==> config.mk <==
export PLATFORM = sky130hd
export DESIGN_NAME = avalon_st_mul_responder
export DESIGN_NICKNAME = d
export VERILOG_FILES = /design/src/rtl/avalon_st_pkg.sv /design/src/rtl/avalon_st_tx_serializer.sv /design/src/rtl/avalon_st_mul_responder.sv
export SDC_FILE = /design/constraint.sdc
export NUM_CORES = 2
export LEC_CHECK = 0
export ABC_AREA = 1
export CORE_MARGIN = 2
export CORE_UTILIZATION = 33
export DETAILED_ROUTE_END_ITERATION = 16
export HOLD_SLACK_MARGIN = 0.1
export PLACE_DENSITY = 0.48
export SYNTH_ARGS = -nofsm -noshare
export SYNTH_HDL_FRONTEND = slang
export SYNTH_SLANG_ARGS = --single-unit
==> constraint.sdc <==
create_clock -name clk -period 18.3 [get_ports clk]
set_input_delay 1.83 -clock clk [delete_from_list [all_inputs] [get_ports clk]]
set_output_delay 1.83 -clock clk [all_outputs]
set_load 0.05 [all_outputs]
==> src/rtl/avalon_st_pkg.sv <==
// avalon_st_pkg
//   Shared definitions for the byte-wide Avalon-ST operand/result link.
//   Holds the default operand and beat widths, the beat counts and counter
//   width derived from those defaults, and the link FSM state type. The
//   initiator wrapper uses the same state type.
package avalon_st_pkg;

  localparam int SZ_DEFAULT  = 32;
  localparam int DSZ_DEFAULT = 8;

  localparam int NIN   = 2 * SZ_DEFAULT / DSZ_DEFAULT;
  localparam int NOUT  = 2 * SZ_DEFAULT / DSZ_DEFAULT;
  localparam int CNT_W = $clog2(NIN);

  typedef enum logic [2:0] {
    IDLE = 3'd0,
    RECV = 3'd1,
    DROP = 3'd2,
    CALC = 3'd3,
    SEND = 3'd4
  } avst_state_t;

endpackage

==> src/rtl/avalon_st_tx_serializer.sv <==
// avalon_st_tx_serializer
//   Loads a 2*SZ-bit word and sends it as 2*SZ/DSZ beats, least-significant
//   beat first. sop is flagged on the first beat and eop on the last. While
//   ready_in is low, the presented beat and its flags hold stable.
// Ports:
//   clk       clock, rising edge
//   _rst      synchronous reset, active-high
//   load      one-cycle pulse: capture word and start a packet
//   word      2*SZ-bit value to send
//   ready_in  downstream accepts the presented beat
//   data      current beat (DSZ bits)
//   valid     a beat is being presented
//   sop, eop  first / last beat of the packet
//   done      last beat is accepted on this edge
module avalon_st_tx_serializer
  import avalon_st_pkg::*;
#(
  parameter int SZ  = SZ_DEFAULT,
  parameter int DSZ = DSZ_DEFAULT
) (
  input  logic              clk,
  input  logic              _rst,
  input  logic              load,
  input  logic [2*SZ-1:0]   word,
  input  logic              ready_in,
  output logic [DSZ-1:0]    data,
  output logic              valid,
  output logic              sop,
  output logic              eop,
  output logic              done
);

  localparam int OUT_BEATS = 2 * SZ / DSZ;
  localparam int BEAT_W    = $clog2(OUT_BEATS);
  localparam logic [BEAT_W-1:0] LAST = BEAT_W'(OUT_BEATS - 1);

  logic [2*SZ-1:0]   shreg;
  logic [BEAT_W-1:0] beat;
  logic              valid_q;

  always_ff @(posedge clk) begin
    if (_rst) begin
      shreg   <= '0;
      beat    <= '0;
      valid_q <= 1'b0;
    end else if (load) begin
      shreg   <= word;
      beat    <= '0;
      valid_q <= 1'b1;
    end else if (valid_q && ready_in) begin
      shreg <= shreg >> DSZ;
      if (beat == LAST) begin
        beat    <= '0;
        valid_q <= 1'b0;
      end else begin
        beat <= beat + BEAT_W'(1);
      end
    end
  end

  assign data  = shreg[DSZ-1:0];
  assign valid = valid_q;
  assign sop   = valid_q && (beat == '0);
  assign eop   = valid_q && (beat == LAST);
  assign done  = valid_q && ready_in && (beat == LAST);

endmodule

==> src/rtl/avalon_st_mul_responder.sv <==
// avalon_st_mul_responder
//   Responder end of the byte-wide Avalon-ST operand/result link. It receives
//   one packet of A then B (each LSB first), computes the full-width unsigned
//   product A*B and sends it back as one result packet, LSB first.
//   Single clock domain; ready latency 0 on both directions.
// Ports:
//   clk, _rst             clock (rising edge), synchronous active-high reset
//   data_in, valid_in     operand beat and its valid
//   startofpacket_in      first operand beat
//   endofpacket_in        last operand beat
//   ready_out             responder accepts an operand beat
//   data_out, valid_out   result beat and its valid
//   startofpacket_out     first result beat
//   endofpacket_out       last result beat
//   ready_in              initiator accepts the result beat
//   err_cnt               (only with AVST_MUL_ERR_CNT_EN) saturating count of
//                         short/long operand packets
//
// state | meaning
// IDLE  | waiting for a sop beat; non-sop beats are discarded
// RECV  | collecting operand bytes into op_reg
// DROP  | over-long packet; discarding beats until eop
// CALC  | one cycle: product registered, ready_out low
// SEND  | result packet in flight through the serializer
module avalon_st_mul_responder
  import avalon_st_pkg::*;
#(
  parameter int SZ  = SZ_DEFAULT,
  parameter int DSZ = DSZ_DEFAULT
) (
  input  logic           clk,
  input  logic           _rst,
  input  logic [DSZ-1:0] data_in,
  input  logic           valid_in,
  input  logic           startofpacket_in,
  input  logic           endofpacket_in,
  output logic           ready_out,
  output logic [DSZ-1:0] data_out,
  output logic           valid_out,
  output logic           startofpacket_out,
  output logic           endofpacket_out,
  input  logic           ready_in
`ifdef AVST_MUL_ERR_CNT_EN
  ,
  output logic [7:0]     err_cnt
`endif
);

  localparam int IN_BEATS = 2 * SZ / DSZ;
  localparam int BEAT_W   = $clog2(IN_BEATS);
  localparam logic [BEAT_W-1:0] LAST = BEAT_W'(IN_BEATS - 1);

  avst_state_t       state, state_n;
  logic [BEAT_W-1:0] cnt, cnt_n;
  logic [BEAT_W-1:0] store_idx;
  logic              store_en;
  logic              err_evt;
  logic              accept;
  logic              tx_done;
  logic              load_q;
  logic [2*SZ-1:0]   op_reg;
  logic [2*SZ-1:0]   prod_reg;
  logic [2*SZ-1:0]   op_a_ext;
  logic [2*SZ-1:0]   op_b_ext;

  assign ready_out = !_rst && (state inside {IDLE, RECV, DROP});
  assign accept    = valid_in && ready_out;

  always_ff @(posedge clk) begin
    if (_rst) begin
      state <= IDLE;
      cnt   <= '0;
    end else begin
      state <= state_n;
      cnt   <= cnt_n;
    end
  end

  always_comb begin
    state_n   = state;
    cnt_n     = cnt;
    store_en  = 1'b0;
    store_idx = cnt;
    err_evt   = 1'b0;
    case (state)
      IDLE: begin
        if (accept && startofpacket_in) begin
          if (endofpacket_in) begin
            err_evt = 1'b1;
          end else begin
            store_en  = 1'b1;
            store_idx = '0;
            cnt_n     = BEAT_W'(1);
            state_n   = RECV;
          end
        end
      end
      RECV: begin
        if (accept) begin
          if (startofpacket_in) begin
            // A fresh sop restarts collection; sop+eop together is a
            // one-beat packet and therefore short.
            if (endofpacket_in) begin
              err_evt = 1'b1;
              cnt_n   = '0;
              state_n = IDLE;
            end else begin
              store_en  = 1'b1;
              store_idx = '0;
              cnt_n     = BEAT_W'(1);
            end
          end else if (endofpacket_in) begin
            cnt_n = '0;
            if (cnt == LAST) begin
              store_en = 1'b1;
              state_n  = CALC;
            end else begin
              err_evt = 1'b1;
              state_n = IDLE;
            end
          end else if (cnt == LAST) begin
            err_evt = 1'b1;
            cnt_n   = '0;
            state_n = DROP;
          end else begin
            store_en = 1'b1;
            cnt_n    = cnt + BEAT_W'(1);
          end
        end
      end
      DROP: begin
        if (accept && endofpacket_in) state_n = IDLE;
      end
      CALC: state_n = SEND;
      SEND: begin
        if (tx_done) state_n = IDLE;
      end
      default: state_n = IDLE;
    endcase
  end

  always_ff @(posedge clk) begin
    if (_rst) begin
      op_reg <= '0;
    end else if (store_en) begin
      for (int i = 0; i < IN_BEATS; i++) begin
        if (store_idx == BEAT_W'(i)) op_reg[i*DSZ +: DSZ] <= data_in;
      end
    end
  end

  assign op_a_ext = {{SZ{1'b0}}, op_reg[SZ-1:0]};
  assign op_b_ext = {{SZ{1'b0}}, op_reg[2*SZ-1:SZ]};

  // The multiplier output is registered in CALC and loaded into the
  // serializer one edge later, so the wide multiply gets a full cycle.
  always_ff @(posedge clk) begin
    if (_rst) begin
      prod_reg <= '0;
      load_q   <= 1'b0;
    end else begin
      load_q <= (state == CALC);
      if (state == CALC) prod_reg <= op_a_ext * op_b_ext;
    end
  end

  avalon_st_tx_serializer #(
    .SZ  (SZ),
    .DSZ (DSZ)
  ) u_tx (
    .clk      (clk),
    ._rst     (_rst),
    .load     (load_q),
    .word     (prod_reg),
    .ready_in (ready_in),
    .data     (data_out),
    .valid    (valid_out),
    .sop      (startofpacket_out),
    .eop      (endofpacket_out),
    .done     (tx_done)
  );

`ifdef AVST_MUL_ERR_CNT_EN
  always_ff @(posedge clk) begin
    if (_rst) begin
      err_cnt <= '0;
    end else if (err_evt && (err_cnt != 8'hFF)) begin
      err_cnt <= err_cnt + 8'd1;
    end
  end
`else
  logic unused_err_evt;
  assign unused_err_evt = err_evt;
`endif

endmodule

==> run_results.csv <==
group,metric,value,unit
outcome,status,"completed",
clocking,cts_buffer_depth,3,
sta,finalCriticalPeriod,8020,ps
sta,fmax,125,MHz
worst_setup_path,cp.required,18740,ps
routing,postRouteAntennaNets,0,
sta,finClkSkew,17.8,ps
floorplanning,initial_core_util,33.2,%
sta,fin_crit_sh,43.8,%
sta,drv_slew,0,
finish,nets,7070,
global_routing,grt_max_degree,71,
worst_setup_path,r2r_cells,24,
hold_path,hold-path-cell-count,2,
worst_setup_path,arrival,8450,ps
global_routing,antenna_found_initial,3,
clocking,clk_latency,560,ps
floorplanning,dieWidth,370,µm
sta,finalSetupTns,0,ps
routing,detail_route.wl_per_cell,18.0,µm
sta,slew_headroom,11.8,%
finish,diodes,0,
synth,synth.avg_cell_area,7.26,µm²
routing,vias,35000,
worst_setup_path,cp-end-kind,"flop",
synth,muxShareOfSynthArea,0,%
clocking,cts_setup_buffers,0,
global_routing,grt_pass1_wl,222000,µm
finish,final_area,46800,µm²
synth,ys_ff_latch,203,
routing,wl,138000,µm
global_routing,grt_overflow,0,
floorplanning,num_rows,134,
worst_setup_path,path_class,"flop to flop",
synth,synth-compound-area-share,3.68,%
sta,setup_viol,0,
worst_setup_path,cp-start-kind,"flop",
pwr,power.leakage,28.4,nW
sta,hold_viol_final,0,
synth,synthAdderAreaFrac,48.1,%
finish,fin_util,35.1,%
synth,synth-seq-area-share,9.18,%
clocking,numCtsBuffers,26,
sta,worstMarginPinSlew,1320,ps
pwr,vdd_drop_max,0.0603,mV
placement,io_buffers,25,
finish,mostFrequentLayoutCell,"inv_1",
global_routing,globalRouteTotalUtil,20.8,%
synth,yosys_warnings,0,
clocking,cts_sinks,203,
synth,synth_xor_area_share,0.554,%
floorplanning,dieHeight,370,µm
finish,drive_gt1_share,2.78,%
routing,drtPass1Iterations,5,
routing,drc,0,
hold_path,hp-class,"flop to flop",
placement,postPlaceCellArea,46000,µm²
clocking,cts_tree,"done",
synth,syn_nets,7278,
global_routing,grtUsageMet3,0.990,%
synth,synth_edf_count,0,
synth,synth_flop_cell,"dfxtp_1",
pwr,powerDensity,25.4,nW/µm²
floorplanning,dieArea,137000,µm²
worst_setup_path,cp_max_fo,18,
finish,layout_common_cells,"1,815 x inv_1, 1,777 x nand2_1, 896 x fa_1",
global_routing,grt_pass1_vias,37600,
synth,syn_area,44300,µm²
synth,synth_cell_types,43,
floorplanning,core,133000,µm²
pwr,p_total,0.00119,W
clocking,h-tree-depth,1,
clocking,clock-root-buffer,"clkbuf_16",
clocking,post_cts_resize_count,0,
global_routing,grt_use_met1,28.4,%
placement,dp_hpwl,109000,µm
global_routing,grt_busiest_layer,"met2",
global_routing,grtUsageMet2,36.9,%
synth,yosys.area_share.simple,20.0,%
routing,drt_first_iter_violations,2141,
synth,async_flop_share,0,%
run,maxCapViolCount,0,
floorplanning,io-pin-count,26,
clocking,clk_pin_slew,60,ps
clocking,postCtsHoldBufs,0,
finish,area_growth,5.73,%
sta,rsz0062_at_grt,"false",
synth,synth_top_family_by_area,"adder cells",
placement,gp_congestion,0.953,
synth,synthCells,6098,
routing,vias_per_cell,4.56,
## layer usage
layer | share of wire (%) | vias to the layer above | wire length (µm)
met3 | 3.2 | 127 | 4470
met4 | 1.9 | 0 | 2690
met5 | 0 | - | 0
met1 | 46 | 17600 | 62900
met2 | 49 | 634 | 68100
li1 | - | 16600 | -
## cell families (layout without fill, tap and decap cells)
| logic type | count (synthesis) | in the layout |
|---|---|---|
| AO/OA/AOI/OAI | 292 | 292 |
| flip-flops | 203 | 203 |
| buffers and inverters | 2167 | 1978 |
| adder cells (fa/ha/maj) | 1166 | 1166 |
| XOR/XNOR | 28 | 28 |
| AND/OR/NAND/NOR | 2242 | 2242 |
## critical path: stages, from the launching register on
cell      delay, ps
dfxtp_1        1200
buf_4           500
nand2_1          90
inv_1            90
fa_1            410
inv_1            90
fa_1            440
fa_1            500
inv_1            40
ha_1            190
fa_1            460
fa_1            500
fa_1            620
fa_1            460
ha_1            370
nand2_1         150
inv_1            50
nand2_1          60
nand2_1          70
a21oi_1         370
nand3_1         400
xnor2_1         520
nand2_1         120
o211ai_1        110
inv_1            50
## final cells by class
type                       instances  area [µm²]
multi-input combinational       3728       32000
inverter                        1834        6900
clock inverter                     8        65.1
timing repair buffer              97         786
fill                           14300       86500
clock buffer                      39         749
tap                             1768        2210
sequential                       203        4070
## cells in the mapped netlist (2+ instances only)
library cell	instances	area share, %
o211ai_1	7	0.12
clkbuf_1	308	2.6
a21oi_1	95	1.1
buf_4	8	0.14
a31oi_1	34	0.48
o22ai_1	7	0.099
nor2_2	12	0.17
nand4_1	10	0.14
buf_2	5	0.057
xor2_1	13	0.26
nand2_1	1777	15
inv_4	3	0.042
nor2_8	4	0.18
nand3b_1	2	0.034
o21ai_1	13	0.15
fa_1	896	41
nor2_4	4	0.10
nand2_2	2	0.028
inv_2	11	0.093
nand3_2	2	0.045
dfxtp_1	203	9.2
ha_1	270	7.6
xnor2_1	15	0.30
a22oi_1	23	0.39
o21bai_1	4	0.068
nand3_1	156	1.8
inv_1	1818	15
buf_1	12	0.10
nor4_1	4	0.057
o21ai_0	102	1.2
a31o_2	2	0.040
nand2_4	3	0.076
nor2_1	257	2.2
nor3_1	7	0.079
## power breakdown
part | switching [W] | internal [W]
combinational | 0.000151 | 0.0000415
clock | 0.000217 | 0.000283
sequential | 0.0000301 | 0.000465
total | 0.000398 | 0.000790
## metrics by stage
stage                     setup WS [ps]  std cells  hold WS (ps)
after global placement            10420       7630           466
after CTS                         10310       7677           475
final                             10280       7677           474
after global routing               9880       7677           494
after floorplan                   11940       6098           450
after detailed placement          10340       7630           467
## final timing paths
| path | startpoint | to | slack (ps) |
|---|---|---|---|
| min reg2reg | prod_reg[15]$_SDFFE_PP0P_ | u_tx.shreg[15]$_SDFFE_PP0P_ | 470 |
| max reg2reg | op_reg[3]$_SDFFE_PP0P_ | prod_reg[26]$_SDFFE_PP0P_ | 10280 |
| min | prod_reg[15]$_SDFFE_PP0P_ | u_tx.shreg[15]$_SDFFE_PP0P_ | 470 |
| max | op_reg[3]$_SDFFE_PP0P_ | prod_reg[26]$_SDFFE_PP0P_ | 10280 |
Power figures use the tool's default switching activity.
